**config.mk**
```make
export PLATFORM = sky130hd
export DESIGN_NAME = vga_sync_out
export DESIGN_NICKNAME = d
export VERILOG_FILES = /design/src/rtl/vga_sync_out.sv
export SDC_FILE = /design/constraint.sdc
export NUM_CORES = 1
export LEC_CHECK = 0
export BUFFER_PORTS_ARGS = -buffer_cell sky130_fd_sc_hd__buf_2
export CAP_MARGIN = 20
export CORE_UTILIZATION = 30
export CTS_CLUSTER_DIAMETER = 40
export DETAILED_ROUTE_END_ITERATION = 7
export GPL_ROUTABILITY_DRIVEN = 0
export PLACE_DENSITY = 0.59
export SYNTH_ARGS = -nofsm -noshare
export SYNTH_HDL_FRONTEND = slang
export SYNTH_SLANG_ARGS = --single-unit
export TNS_END_PERCENT = 1
```
**constraint.sdc**
```tcl
create_clock -name clk -period 2.43 [get_ports clk]
set_input_delay 0.6075 -clock clk [delete_from_list [all_inputs] [get_ports clk]]
set_output_delay 0.6075 -clock clk [all_outputs]
set_load 0.01 [all_outputs]
```
**src/rtl/vga_sync_out.sv**
```systemverilog
// VGA raster timing and output register stage.
// Counters drive pixel coordinates; syncs and colour are aligned to the draw pipeline.
module vga_sync_out #(
  parameter int H_ACTIVE   = 640,
  parameter int H_FP       = 16,
  parameter int H_SYNC     = 96,
  parameter int H_BP       = 48,
  parameter int V_ACTIVE   = 480,
  parameter int V_FP       = 10,
  parameter int V_SYNC     = 2,
  parameter int V_BP       = 33,
  parameter int PIPE_DELAY = 1
) (
  input  logic        clk,
  input  logic        resetN,
  input  logic [7:0]  RGBIn,
  output logic [10:0] pixelX,
  output logic [10:0] pixelY,
  output logic        frameTick,
  output logic        hsyncN,
  output logic        vsyncN,
  output logic        blankN,
  output logic [7:0]  red,
  output logic [7:0]  green,
  output logic [7:0]  blue
);

  localparam int H_TOTAL = H_ACTIVE + H_FP + H_SYNC + H_BP;
  localparam int V_TOTAL = V_ACTIVE + V_FP + V_SYNC + V_BP;

  localparam logic [10:0] H_MAX = 11'(H_TOTAL - 1);
  localparam logic [10:0] V_MAX = 11'(V_TOTAL - 1);
  localparam logic [10:0] H_ACT = 11'(H_ACTIVE);
  localparam logic [10:0] V_ACT = 11'(V_ACTIVE);
  localparam logic [10:0] H_SS  = 11'(H_ACTIVE + H_FP);
  localparam logic [10:0] H_SE  = 11'(H_ACTIVE + H_FP + H_SYNC);
  localparam logic [10:0] V_SS  = 11'(V_ACTIVE + V_FP);
  localparam logic [10:0] V_SE  = 11'(V_ACTIVE + V_FP + V_SYNC);

  // Timing bundle ordering: {hsync_n, vsync_n, active}; idle is 3'b110.
  localparam logic [2:0] TIM_IDLE = 3'b110;

  logic [10:0] h_cnt_q, h_cnt_d;
  logic [10:0] v_cnt_q, v_cnt_d;
  logic        frame_tick_q, frame_tick_d;
  logic        hsync_n_q, hsync_n_d;
  logic        vsync_n_q, vsync_n_d;
  logic        blank_n_q, blank_n_d;
  logic [7:0]  red_q, red_d;
  logic [7:0]  green_q, green_d;
  logic [7:0]  blue_q, blue_d;

  logic [2:0]  tim_raw;
  logic [2:0]  tim_dly;

  always_comb begin
    h_cnt_d = h_cnt_q + 11'd1;
    v_cnt_d = v_cnt_q;
    if (h_cnt_q == H_MAX) begin
      h_cnt_d = '0;
      v_cnt_d = (v_cnt_q == V_MAX) ? '0 : v_cnt_q + 11'd1;
    end
    frame_tick_d = (h_cnt_q == '0) && (v_cnt_q == V_ACT);
  end

  always_comb begin
    tim_raw    = TIM_IDLE;
    tim_raw[2] = ~((h_cnt_q >= H_SS) && (h_cnt_q < H_SE));
    tim_raw[1] = ~((v_cnt_q >= V_SS) && (v_cnt_q < V_SE));
    tim_raw[0] = (h_cnt_q < H_ACT) && (v_cnt_q < V_ACT);
  end

  generate
    if (PIPE_DELAY == 0) begin : g_bypass
      assign tim_dly = tim_raw;
    end else begin : g_pipe
      logic [2:0] dly_q [PIPE_DELAY];
      logic [2:0] dly_d [PIPE_DELAY];

      always_comb begin
        dly_d[0] = tim_raw;
        for (int i = 1; i < PIPE_DELAY; i++)
          dly_d[i] = dly_q[i-1];
      end

      always_ff @(posedge clk or negedge resetN) begin
        if (!resetN) begin
          for (int i = 0; i < PIPE_DELAY; i++)
            dly_q[i] <= TIM_IDLE;
        end else begin
          for (int i = 0; i < PIPE_DELAY; i++)
            dly_q[i] <= dly_d[i];
        end
      end

      assign tim_dly = dly_q[PIPE_DELAY-1];
    end
  endgenerate

  // RGBIn arrives aligned with the delayed timing, so it is masked here.
  always_comb begin
    hsync_n_d = tim_dly[2];
    vsync_n_d = tim_dly[1];
    blank_n_d = tim_dly[0];
    red_d     = '0;
    green_d   = '0;
    blue_d    = '0;
    if (tim_dly[0]) begin
      red_d   = {RGBIn[7:5], RGBIn[7:5], RGBIn[7:6]};
      green_d = {RGBIn[4:2], RGBIn[4:2], RGBIn[4:3]};
      blue_d  = {4{RGBIn[1:0]}};
    end
  end

  always_ff @(posedge clk or negedge resetN) begin
    if (!resetN) begin
      h_cnt_q      <= '0;
      v_cnt_q      <= '0;
      frame_tick_q <= 1'b0;
      hsync_n_q    <= 1'b1;
      vsync_n_q    <= 1'b1;
      blank_n_q    <= 1'b0;
      red_q        <= '0;
      green_q      <= '0;
      blue_q       <= '0;
    end else begin
      h_cnt_q      <= h_cnt_d;
      v_cnt_q      <= v_cnt_d;
      frame_tick_q <= frame_tick_d;
      hsync_n_q    <= hsync_n_d;
      vsync_n_q    <= vsync_n_d;
      blank_n_q    <= blank_n_d;
      red_q        <= red_d;
      green_q      <= green_d;
      blue_q       <= blue_d;
    end
  end

  assign pixelX    = h_cnt_q;
  assign pixelY    = v_cnt_q;
  assign frameTick = frame_tick_q;
  assign hsyncN    = hsync_n_q;
  assign vsyncN    = vsync_n_q;
  assign blankN    = blank_n_q;
  assign red       = red_q;
  assign green     = green_q;
  assign blue      = blue_q;

endmodule

```
==> results.env, run 1 <==
STATUS='completed'
REG2REG_FROM='pixelX[5]$_DFF_PN0_'
GRT_REMAINING_OVERFLOW=0
WORSTHOLDPATHTYPE='flip-flop to flip-flop'
POWER_DENSITY_CELLS_nW_PER_UM2=557
PLACEMENT_ROWS=27
LAYOUT-AREA-OVERHEAD-VS-SYNTH_PCT=22.5
FINALHOLDVIOLCOUNT=0
DRC_ERRORS=0
TIMING.RR.END='pixelY[4]$_DFFE_PN0N_'
LAYOUT_COMMONEST_CELL='sky130_fd_sc_hd__buf_2'
POST-ROUTE-CELL-AREA_UM2=2140
SYNTH_WARNINGS=0
SETUP.WORST_PATH.CLASS='flip-flop to flip-flop'
POWER_mW=1.19
POST_DRT_WL_PER_CELL_UM=12.9
GRT_ANTENNA_BEFORE_REPAIR=0
PLACE.DETAILED.HPWL_UM=2670
SYNTH_ENABLE_FLOP_CELLS=0
SETUP_VIOLATORS_FINAL=0
PERIOD_MINUS_SLACK_PS=2150
POST_CTS_RESIZED=0
DETAILROUTE.VIA_COUNT=1352
MOST-COMMON-LAYOUT-CELLS='sky130_fd_sc_hd__buf_2, sky130_fd_sc_hd__dfrtp_1, sky130_fd_sc_hd__nor2_1'
YOSYS_MOST_USED_DFF='sky130_fd_sc_hd__dfrtp_1'
TOTAL_LEAKAGE_POWER_nW=1.09
DPL.CELL_COUNT=278
FINAL_LAYOUT_SIZE_SUFFIX_GT1_SHARE_PCT=36.2
VIASPERCELL=4.74
IR_WORST_VDD_uV=247
PORT-BUFFER-COUNT=59
CP_SLOWEST_STAGE_DELAY_PS=670
P_INT_uW=943
TRITONCTS='done'
DRTITER0DRC=56
CLK-INSERTION-DELAY-LATE_PS=290
MAX_SLEW_MARGIN_PCT=45.6
HORIZ_DIE_DIM_UM=78.2
DIE-HEIGHT_UM=78.2
FINCLKSKEW_PS=6.27
POWER.SHARE.SEQUENTIAL_PCT=52.7
MAX_CLOCK_FREQ_GHz=0.465
DRV_CAP=0
CP_CELL_SEQUENCE='or4_1 > or3_1 > or4_1 > o21ai_1'
SYNTH.FF_LATCH_COUNT=37
NUMBER_OF_LEVELS_IN_THE_CLOCK_H_TREE=2
P_COMB_SHARE_PCT=4.5
HOLD_BUFFERS=0
SYNTH.DISTINCT_CELLS=37
UTILIZATION_AFTER_LAYOUT_PCT=38.6
WORST-SLEW-PIN-TRANSITION_PS=816
POST-ROUTE-PERIOD-UTIL_PCT=88.5
WORSTPATHARRIVAL_PS=2370
CRITPATHMOSTFREQUENTCELL='sky130_fd_sc_hd__or4_1'
POWER.NET_SWITCHING_uW=247
FF2FF_SETUP_SLACK_PS=280
POST_SYNTHESIS_AVERAGE_CELL_AREA_UM2=10.8
WORST_SETUP_PATH_START_KIND='flip-flop'
SYNTHARSTFLOPSHARE_PCT=100
CTS-ROOT-TO-SINK-BUFFERS=2
GRT_SETUP_UNREPAIRED='no'
POSTROUTEANTENNANETS=0
FIRSTDRTPASSITERS=4
INSTANCE_COUNT_OF_THE_MAPPED_NETLIST=161
NETSWITCHINGFRACTION_PCT=20.7
INITIAL_STANDARD_CELL_UTILIZATION_OF_THE_CORE_PCT=31.5
PLACEDINSTANCEAREA_UM2=2030
AREA.SEQUENTIAL_UM2=931
DIEAREA_UM2=6120
SHARE_CLK_OF_TOTAL_POWER_PCT=42.9
CLOCK_SINK_COUNT=37
REG2REG_DEPTH=4
CRIT_REQUIRED_PS=2650
YOSYSSEQAREASHARE_PCT=53.4
COREAREA_UM2=5540
CRITICAL_PATH.ENDPOINT='pixelY[4]$_DFFE_PN0N_'
CP_MAX_FO=7
SYNTH_FP_NETS=176
FINAL_NETS=228
SETUP_TOTAL_NEGATIVE_SLACK_PS=0
GROUTE.USAGE.OVERALL_PCT=13.3
WORSTSETUPSTARTPOINT='pixelX[5]$_DFF_PN0_'
MULTIINPUTGATEAREA_UM2=656
POST_CTS.REPAIR.SETUP_BUFFERS=0
GRT_FIRST_PASS_WIRELENGTH_UM=6290
FILLERS=587
SYNTH_AREA_UM2=1740
POST_LAYOUT_INSTANCE_COUNT_EXCLUDING_FILLER_CELLS=285
CTS-BUFFERS-INSERTED=5
POSTROUTEWIRELENGTH_UM=3690
ENDPOINT_KIND='flip-flop'
CLOCKROOTBUFFER='sky130_fd_sc_hd__clkbuf_8'
NUMBER_OF_TOP_LEVEL_PINS=60
GRT_MAX_DEGREE=38
ANTENNA_CELLS_INSERTED=0
CLKTRANSATPATHREGS_PS=70
GRT_PASS1_VIAS=1328
WORST_PATH_MAX_DELAY_CELL='sky130_fd_sc_hd__or4_1'
SLEW_VIOL_FINAL=0
final cells by class:
class                           count  area share (%)
Tap cell                           72            4.22
Timing Repair Buffer               64            15.6
Inverter                            6            1.05
Clock inverter                      2            1.64
Sequential cell                    37            43.6
Clock buffer                        5            3.22
Multi-Input combinational cell     99            30.7
layer usage:
| layer | up-vias | share of wire (%) | GRT usage, % |
|---|---|---|---|
| met1 | 646 | 48 | 17.2 |
| met4 | 0 | 1.7 | 5.56 |
| met2 | 57 | 43 | 21.0 |
| li1 | 641 | - | - |
| met5 | - | 0 | 0 |
| met3 | 8 | 7.0 | 3.72 |
cells by family after synthesis:
group           Yosys count  share of synthesized area (%)
simple gates             68                           22.3
xor+xnor                 13                           6.53
fa+ha+maj                 5                           3.59
buf+inv                  25                           8.97
flops                    37                           53.4
compound gates           12                           4.59
mux                       1                          0.646
state kept, by name (all words and copies together), names as in the netlist, 2 cells and up:
name	count
blue	2
g_pipe.dly_q	3
green	3
pixelX	11
pixelY	11
red	3
metrics by stage:
step / worst slack (ps) / hold slack, ps
global placement: 325 / 345
CTS: 275 / 360
global route: 175 / 366
floorplan: 213 / 312
detailed placement: 305 / 349
finish: 279 / 358
worst max-delay path: cells and delay by family (launching register included):
family,cells,cell delay [ps]
AOI/OAI and AO/OA,1,80
DFF,1,430
and+or+nand+nor,3,1580
cells in the mapped netlist (all sizes together) (3+ instances only):
cell type	count	share of area [%]
nand3	6	1.7
buf	18	7.5
nor4	4	1.4
nor2	14	3.0
and3	6	2.2
dfstp	4	6.0
or4	3	1.3
nor3	4	1.1
xnor2	6	3.0
nand2	6	1.3
ha	5	3.6
inv	6	1.3
xor2	7	3.5
nand4	5	1.8
o21ai	4	1.1
dfrtp	33	47
and2	10	3.6
power by group through the flow:
stage                     Clock, mW  Sequential [mW]  Combinational, mW
after detailed placement          0            0.638             0.0546
final                         0.510            0.626             0.0531
after global routing          0.554            0.627             0.0595
after CTS                     0.527            0.626             0.0547
after global placement            0            0.638             0.0547
after floorplan                   0            0.643             0.0310
how the worst min path moves through the flow:
stage	start	end	slack, ps	cells past startpoint
floorplan	resetN	blankN$_DFF_PN0_	310	0
global placement	g_pipe.dly_q[2]$_DFF_PN1_	hsyncN$_DFF_PN1_	350	0
detailed placement	g_pipe.dly_q[1]$_DFF_PN1_	vsyncN$_DFF_PN1_	350	0
CTS	g_pipe.dly_q[1]$_DFF_PN1_	vsyncN$_DFF_PN1_	360	0
global route	g_pipe.dly_q[1]$_DFF_PN1_	vsyncN$_DFF_PN1_	370	0
finish	g_pipe.dly_q[1]$_DFF_PN1_	vsyncN$_DFF_PN1_	360	0
No activity file was read; power rests on OpenSTA's default activity.
==> inputs of run 2 (changes only) <==
- RECOVER_POWER: default -> 100
==> run 2 against run 1 <==
First-iteration DRC count grew 3.6%. Non-clock buffer count stayed put. Sequential power is essentially flat. Clock skew is essentially flat. Global-route usage unchanged. Fmax shrank 0.28%.
==> results.env, run 2 (synthesized netlist as in run 1, its figures left out) <==
STATUS='completed'
HOLDCRITSTARTPOINT='g_pipe.dly_q[1]$_DFF_PN1_'
GROUTE.USAGE.OVERALL_PCT=13.3  # unchanged
POSTROUTEWIRELENGTH_UM=3730  # +1.1%
SETUP.WORST_PATH.CLASS='flip-flop to flip-flop'
SETUP_VIOLATORS_FINAL=0  # unchanged
TRITONCTS='done'
HOLD_BUFFERS=0  # unchanged
WHS_ENDPOINT='vsyncN$_DFF_PN1_'
WORSTHOLDPATHCELLS=0  # unchanged
LAYOUT-AREA-OVERHEAD-VS-SYNTH_PCT=18.1
PLACEMENT_ROWS=27  # unchanged
POWER_DENSITY_CELLS_nW_PER_UM2=576  # +3.4%
GRT_REMAINING_OVERFLOW=0  # unchanged
INITIAL_STANDARD_CELL_UTILIZATION_OF_THE_CORE_PCT=31.5  # unchanged
TOTAL_LEAKAGE_POWER_nW=0.916  # -16%
NUMBER_OF_TOP_LEVEL_PINS=60  # unchanged
IR_WORST_VDD_uV=248  # +0.40%
SLEW_VIOL_FINAL=0  # unchanged
ENDPOINT_KIND='flip-flop'
GRT_FIRST_PASS_WIRELENGTH_UM=6290  # unchanged
CP_MAX_FO=7  # unchanged
DRV_CAP=0  # unchanged
FIRSTDRTPASSITERS=4  # unchanged
REG2REG_DEPTH=4  # unchanged
ANTENNA_CELLS_INSERTED=0  # unchanged
FINAL_LAYOUT_SIZE_SUFFIX_GT1_SHARE_PCT=10.8  # -25 points
MAX_CLOCK_FREQ_GHz=0.464  # -0.28%
POST-ROUTE-PERIOD-UTIL_PCT=88.8  # +0.24 points
CLOCK_SINK_COUNT=37  # unchanged
CTS-ROOT-TO-SINK-BUFFERS=2  # unchanged
WORST-SLEW-PIN-TRANSITION_PS=817  # +0.402 ps
MOST-COMMON-LAYOUT-CELLS='sky130_fd_sc_hd__clkbuf_1, sky130_fd_sc_hd__dfrtp_1, sky130_fd_sc_hd__nor2_1'
CLKTRANSATPATHREGS_PS=70  # about the same
SETUP_TOTAL_NEGATIVE_SLACK_PS=0  # unchanged
CRIT_REQUIRED_PS=2640  # about the same
POST_DRT_WL_PER_CELL_UM=13.1  # +1.1%
DRC_ERRORS=0  # unchanged
POST_CTS.REPAIR.SETUP_BUFFERS=0  # unchanged
NUMBER_OF_LEVELS_IN_THE_CLOCK_H_TREE=2  # unchanged
PERIOD_MINUS_SLACK_PS=2160  # +5.95 ps
DIEAREA_UM2=6120  # unchanged
TIMING.RR.END='pixelY[4]$_DFFE_PN0N_'
GRT_PASS1_VIAS=1328  # unchanged
DRTITER0DRC=58  # +3.6%
PLACE_WORST_SETUP_SLACK_PS=305  # unchanged
WORSTHOLDPATHTYPE='flip-flop to flip-flop'
GRT_ANTENNA_BEFORE_REPAIR=0  # unchanged
TIMING.FINAL.WS_SETUP_PS=273  # -5.95 ps
DETAILROUTE.VIA_COUNT=1338  # -1.0%
GRT_SETUP_UNREPAIRED='no'
CLK-INSERTION-DELAY-LATE_PS=290  # about the same
CLOCKROOTBUFFER='sky130_fd_sc_hd__clkbuf_8'
CTS-BUFFERS-INSERTED=5  # unchanged
FINAL_NETS=228  # unchanged
WORST_SETUP_PATH_START_KIND='flip-flop'
WORSTPATHARRIVAL_PS=2370  # about the same
POST_CTS_RESIZED=0  # unchanged
PORT-BUFFER-COUNT=59  # unchanged
FINCLKSKEW_PS=5.93  # -0.345 ps
REG2REG_FROM='pixelX[5]$_DFF_PN0_'
COREAREA_UM2=5540  # unchanged
HORIZ_DIE_DIM_UM=78.2  # unchanged
VIASPERCELL=4.69  # -1.0%
FF2FF_SETUP_SLACK_PS=270  # about the same
MAX_SLEW_MARGIN_PCT=45.6  # about the same
DIE-HEIGHT_UM=78.2  # unchanged
FILLERS=619  # +5.5%
POSTROUTEANTENNANETS=0  # unchanged
LAYOUT_COMMONEST_CELL='sky130_fd_sc_hd__clkbuf_1'
PLACE.DETAILED.HPWL_UM=2670  # unchanged
GRT_MAX_DEGREE=38  # unchanged
FINALHOLDVIOLCOUNT=0  # unchanged
POWER_mW=1.18  # -0.37%
## run 2: per-layer routing
metal | share of wire (%) | vias up | wire length [µm] | GRT usage [%]
met5 | 0 | - | 0 | 0
met4 | 1.6 | 0 | 61 | 5.56
met3 | 7.1 | 8 | 265 | 3.72
met2 | 43 | 55 | 1600 | 21.0
met1 | 48 | 635 | 1800 | 17.2
li1 | - | 640 | - | -
## run 2: area by class of cell
class	count	area [µm²]	area share, %
flip-flops and latches	37	931	45.2
clock inverters	2	35.0	1.70
well taps	72	90.1	4.38
repair buffers	64	255	12.4
multi-input cells	99	656	31.9
clock buffers	5	68.8	3.34
inverters	6	22.5	1.09
## run 2: worst max-delay path by stage
stage / from / endpoint / cells past startpoint
final: pixelX[5]$_DFF_PN0_ / pixelY[4]$_DFFE_PN0N_ / 4
after global routing: pixelX[5]$_DFF_PN0_ / pixelY[4]$_DFFE_PN0N_ / 4
after CTS: pixelX[5]$_DFF_PN0_ / pixelY[4]$_DFFE_PN0N_ / 4
after detailed placement: pixelX[6]$_DFF_PN0_ / pixelY[4]$_DFFE_PN0N_ / 4
after global placement: pixelX[5]$_DFF_PN0_ / pixelY[4]$_DFFE_PN0N_ / 4
after floorplan: pixelX[5]$_DFF_PN0_ / pixelY[4]$_DFFE_PN0N_ / 6
## run 2: critical path: stages, from the launching register on
cell	delay [ps]
sky130_fd_sc_hd__dfrtp_1	430
sky130_fd_sc_hd__or4_1	670
sky130_fd_sc_hd__or3_1	400
sky130_fd_sc_hd__or4_1	490
sky130_fd_sc_hd__o21ai_0	80
## run 2: metrics by stage
step	util [%]	area, µm²	hold WS, ps	cells
2_1_floorplan	-	1740	312	161
3_3_place_gp	36.7	2030	345	278
3_5_place_dp	36.7	2030	349	278
4_1_cts	38.6	2140	360	285
5_1_grt	37.2	2060	366	285
6_report	37.2	2060	358	285
## run 2: power by group
group          total [mW]  switching [mW]  internal (mW)
Clock               0.510           0.212          0.298
Sequential          0.627         0.00423          0.623
Combinational      0.0476          0.0315         0.0161
Total                1.18           0.248          0.937
==> inputs of run 3 (changes only) <==
- ABC_AREA: default -> 1
- PLACE_DENSITY: 0.59 -> 0.58
==> run 3 against run 2 <==
Synthesized area up 13%. Fmax up 14%. Sequential share of layout area down 3.5 points. Combinational power up 2%. Non-clock buffer count down 5. Clock skew down 0.89 ps.
==> results.env, run 3 <==
LAYOUT-AREA-OVERHEAD-VS-SYNTH_PCT=12.7
HOLD_BUFFERS=0  # unchanged
VIASPERCELL=4.49  # -4.4%
FF2FF_SETUP_SLACK_PS=550  # +270 ps
SETUP.WORST_PATH.CLASS='flip-flop to flip-flop'
SYNTHARSTFLOPSHARE_PCT=100  # unchanged
CLOCK_SINK_COUNT=37  # unchanged
REG2REG_FROM='pixelX[0]$_DFF_PN0_'
IR_WORST_VDD_uV=225  # -9.2%
CTS-ROOT-TO-SINK-BUFFERS=2  # unchanged
WORST_SETUP_PATH_START_KIND='flip-flop'
SYNTH.FF_LATCH_COUNT=37  # unchanged
TOTAL_LEAKAGE_POWER_nW=1.09  # +19%
TRITONCTS='done'
WORSTHOLDPATHTYPE='flip-flop to flip-flop'
TIMING.FINAL.WS_SETUP_PS=545  # +273 ps
WORSTSETUPSTARTPOINT='pixelX[0]$_DFF_PN0_'
YOSYSSEQAREASHARE_PCT=47.1  # -6.4 points
CLK-INSERTION-DELAY-LATE_PS=290  # about the same
FINAL_LAYOUT_SIZE_SUFFIX_GT1_SHARE_PCT=12.2  # +1.4 points
PLACE.DETAILED.HPWL_UM=3200  # +20%
INITIAL_STANDARD_CELL_UTILIZATION_OF_THE_CORE_PCT=31.2  # -0.31 points
POST_CTS.REPAIR.SETUP_BUFFERS=0  # unchanged
INSTANCE_COUNT_OF_THE_MAPPED_NETLIST=231  # +43%
SHARE_CLK_OF_TOTAL_POWER_PCT=38.6  # -4.5 points
DIEAREA_UM2=6920  # +13%
FINCLKSKEW_PS=5.04  # -0.891 ps
HOLDCRITSTARTPOINT='g_pipe.dly_q[2]$_DFF_PN1_'
YOSYS_MOST_USED_DFF='sky130_fd_sc_hd__dfrtp_1'
FINALHOLDVIOLCOUNT=0  # unchanged
WHS_ENDPOINT='hsyncN$_DFF_PN1_'
CTS-BUFFERS-INSERTED=5  # unchanged
GRT_FIRST_PASS_WIRELENGTH_UM=7320  # +16%
POST-ROUTE-CELL-AREA_UM2=2230  # +8.3%
REG2REG_DEPTH=6  # +2
HORIZ_DIE_DIM_UM=83.2  # +6.4%
WORST_PATH_MAX_DELAY_CELL='sky130_fd_sc_hd__dfrtp_1'
GRT_MAX_DEGREE=38  # unchanged
PLACEDINSTANCEAREA_UM2=2230  # +9.5%
CLKTRANSATPATHREGS_PS=80  # about the same
FINAL_NETS=292  # +28%
POST_SYNTHESIS_AVERAGE_CELL_AREA_UM2=8.56  # -21%
PERIOD_MINUS_SLACK_PS=1880  # -273 ps
ANTENNA_CELLS_INSERTED=0  # unchanged
POWER.SHARE.SEQUENTIAL_PCT=57.0  # +4.1 points
SYNTH_LARGEST_TYPE_AREA_FRACTION_PCT=41.7  # -5.6 points
FIRSTDRTPASSITERS=4  # unchanged
SYNTH_FP_NETS=246  # +40%
GRT_PASS1_VIAS=1457  # +9.7%
SLEW_VIOL_FINAL=0  # unchanged
GRT_SETUP_UNREPAIRED='no'
WORSTHOLDPATHCELLS=0  # unchanged
NETSWITCHINGFRACTION_PCT=24.1  # +3.2 points
GROUTE.USAGE.OVERALL_PCT=13.3  # -0.036 points
NUMBER_OF_TOP_LEVEL_PINS=60  # unchanged
MAX_SLEW_MARGIN_PCT=36.7  # -8.8 points
SYNTH.AREA.TOP_CELLS='sky130_fd_sc_hd__dfrtp_1, sky130_fd_sc_hd__nand2_1, sky130_fd_sc_hd__buf_4, sky130_fd_sc_hd__dfstp_2, sky130_fd_sc_hd__inv_1'
POSTROUTEWIRELENGTH_UM=4410  # +18%
POST_CTS_RESIZED=0  # unchanged
DRTITER0DRC=84  # +45%
PLACE_WORST_SETUP_SLACK_PS=752  # +447 ps
DIE-HEIGHT_UM=83.2  # +6.4%
CP_SLOWEST_STAGE_DELAY_PS=420  # -250 ps
CRIT_REQUIRED_PS=2600  # -40 ps
SYNTH_AREA_UM2=1980  # +13%
MOST-COMMON-LAYOUT-CELLS='sky130_fd_sc_hd__nand2_1, sky130_fd_sc_hd__clkbuf_1, sky130_fd_sc_hd__dfrtp_1'
DPL.CELL_COUNT=347  # +25%
COREAREA_UM2=6350  # +15%
POWER.NET_SWITCHING_uW=265  # +6.9%
CP_MAX_FO=9  # +2
LAYOUT_COMMONEST_CELL='sky130_fd_sc_hd__nand2_1'
STATUS='completed'
SETUP_TOTAL_NEGATIVE_SLACK_PS=0  # unchanged
DRV_CAP=0  # unchanged
DETAILROUTE.VIA_COUNT=1593  # +19%
P_COMB_SHARE_PCT=4.4  # +0.4 points
WORSTPATHARRIVAL_PS=2050  # -320 ps
PLACEMENT_ROWS=29  # +7.4%
PORT-BUFFER-COUNT=59  # unchanged
CLOCKROOTBUFFER='sky130_fd_sc_hd__clkbuf_8'
POST_DRT_WL_PER_CELL_UM=12.4  # -4.9%
POST_SYNTH_MOST_FREQUENT_CELLS='sky130_fd_sc_hd__nand2_1, sky130_fd_sc_hd__dfrtp_1, sky130_fd_sc_hd__inv_1'
ENDPOINT_KIND='flip-flop'
DRC_ERRORS=0  # unchanged
SYNTH_TOP_AREA_CELL='sky130_fd_sc_hd__dfrtp_1'
SYNTH_WARNINGS=0  # unchanged
POWER_DENSITY_CELLS_nW_PER_UM2=494  # -14%
MAX_CLOCK_FREQ_GHz=0.531  # +14%
SYNTH.DISTINCT_CELLS=31  # -16%
GRT_REMAINING_OVERFLOW=0  # unchanged
SETUP_VIOLATORS_FINAL=0  # unchanged
SYNTH_ENABLE_FLOP_CELLS=0  # unchanged
SYNTH_MOST_COMMON_CELL='sky130_fd_sc_hd__nand2_1'
CP_CELL_SEQUENCE='ha_1 > nand2_2 > nor2_1 > nand4_2 > clkinv_2 > o21ai_0'
P_INT_uW=836  # -11%
POSTROUTEANTENNANETS=0  # unchanged
POST_LAYOUT_INSTANCE_COUNT_EXCLUDING_FILLER_CELLS=355  # +25%
POST-ROUTE-PERIOD-UTIL_PCT=77.6  # -11 points
GRT_ANTENNA_BEFORE_REPAIR=0  # unchanged
TIMING.RR.END='pixelY[0]$_DFFE_PN0N_'
WORST-SLEW-PIN-TRANSITION_PS=949  # +133 ps
NUMBER_OF_LEVELS_IN_THE_CLOCK_H_TREE=2  # unchanged
run 3: cell count changes in the layout (fill, tap and decap cells not counted), moves of 6 or more:
cell	delta
sky130_fd_sc_hd__and2_1	-8
sky130_fd_sc_hd__and3_1	-6
sky130_fd_sc_hd__inv_1	+20
sky130_fd_sc_hd__nand2_1	+50
sky130_fd_sc_hd__nand3_1	+8
sky130_fd_sc_hd__nor2_1	+7
run 3: power groups by stage:
stage / clock (mW) / combinational, mW / sequential, mW
final: 0.425 / 0.0486 / 0.627
after global routing: 0.467 / 0.0554 / 0.628
after CTS: 0.448 / 0.0554 / 0.626
after detailed placement: 0 / 0.0552 / 0.638
after global placement: 0 / 0.0559 / 0.638
after floorplan: 0 / 0.0313 / 0.643
run 3: area by class of cell:
class,instances,area [µm²]
fillers,682,4120
inverters,29,110
flip-flops and latches,37,931
well taps,77,96.3
clock inverters,3,17.5
repair buffers,59,233
clock buffers,5,68.8
multi-input cells,145,772
run 3: layer usage:
metal,GRT usage [%],vias up,part of all wire [%]
li1,-,799,-
met1,18.8,707,47
met2,20.3,82,44
met3,3.08,5,8.3
met4,3.92,0,0.84
met5,0,-,0
run 3: how the worst max path moves through the flow:
stage,endpoint,slack (ps),depth (start not counted)
final,pixelY[0]$_DFFE_PN0N_,550,6
after global placement,pixelY[9]$_DFFE_PN0N_,760,7
after detailed placement,pixelY[9]$_DFFE_PN0N_,750,7
after floorplan,pixelY[8]$_DFFE_PN0N_,980,7
after global routing,pixelY[2]$_DFFE_PN0N_,320,7
after CTS,pixelY[9]$_DFFE_PN0N_,730,7
run 3: stage by stage:
stage          total power, mW  util [%]  hold slack (ps)
2_1_floorplan            0.674         -              312
3_3_place_gp             0.694      35.1              345
3_5_place_dp             0.694      35.1              347
4_1_cts                   1.13      36.4              358
5_1_grt                   1.15      35.1              363
6_report                  1.10      35.1              358
run 3: cells by family after synthesis:
group,after synthesis,share of synthesized area [%]
compound gates,7,1.96
simple gates,122,30.1
buf+inv,49,12.8
flops,37,47.1
fa+ha+maj,5,3.16
xor+xnor,11,4.87
run 3: critical path: cells and delay by family (launching register included):
| family | cells | cell delay, ps |
|---|---|---|
| buffers and inverters | 1 | 210 |
| flip-flops | 1 | 420 |
| AO/OA/AOI/OAI | 1 | 100 |
| adder cells (fa/ha/maj) | 1 | 250 |
| AND/OR/NAND/NOR | 3 | 780 |
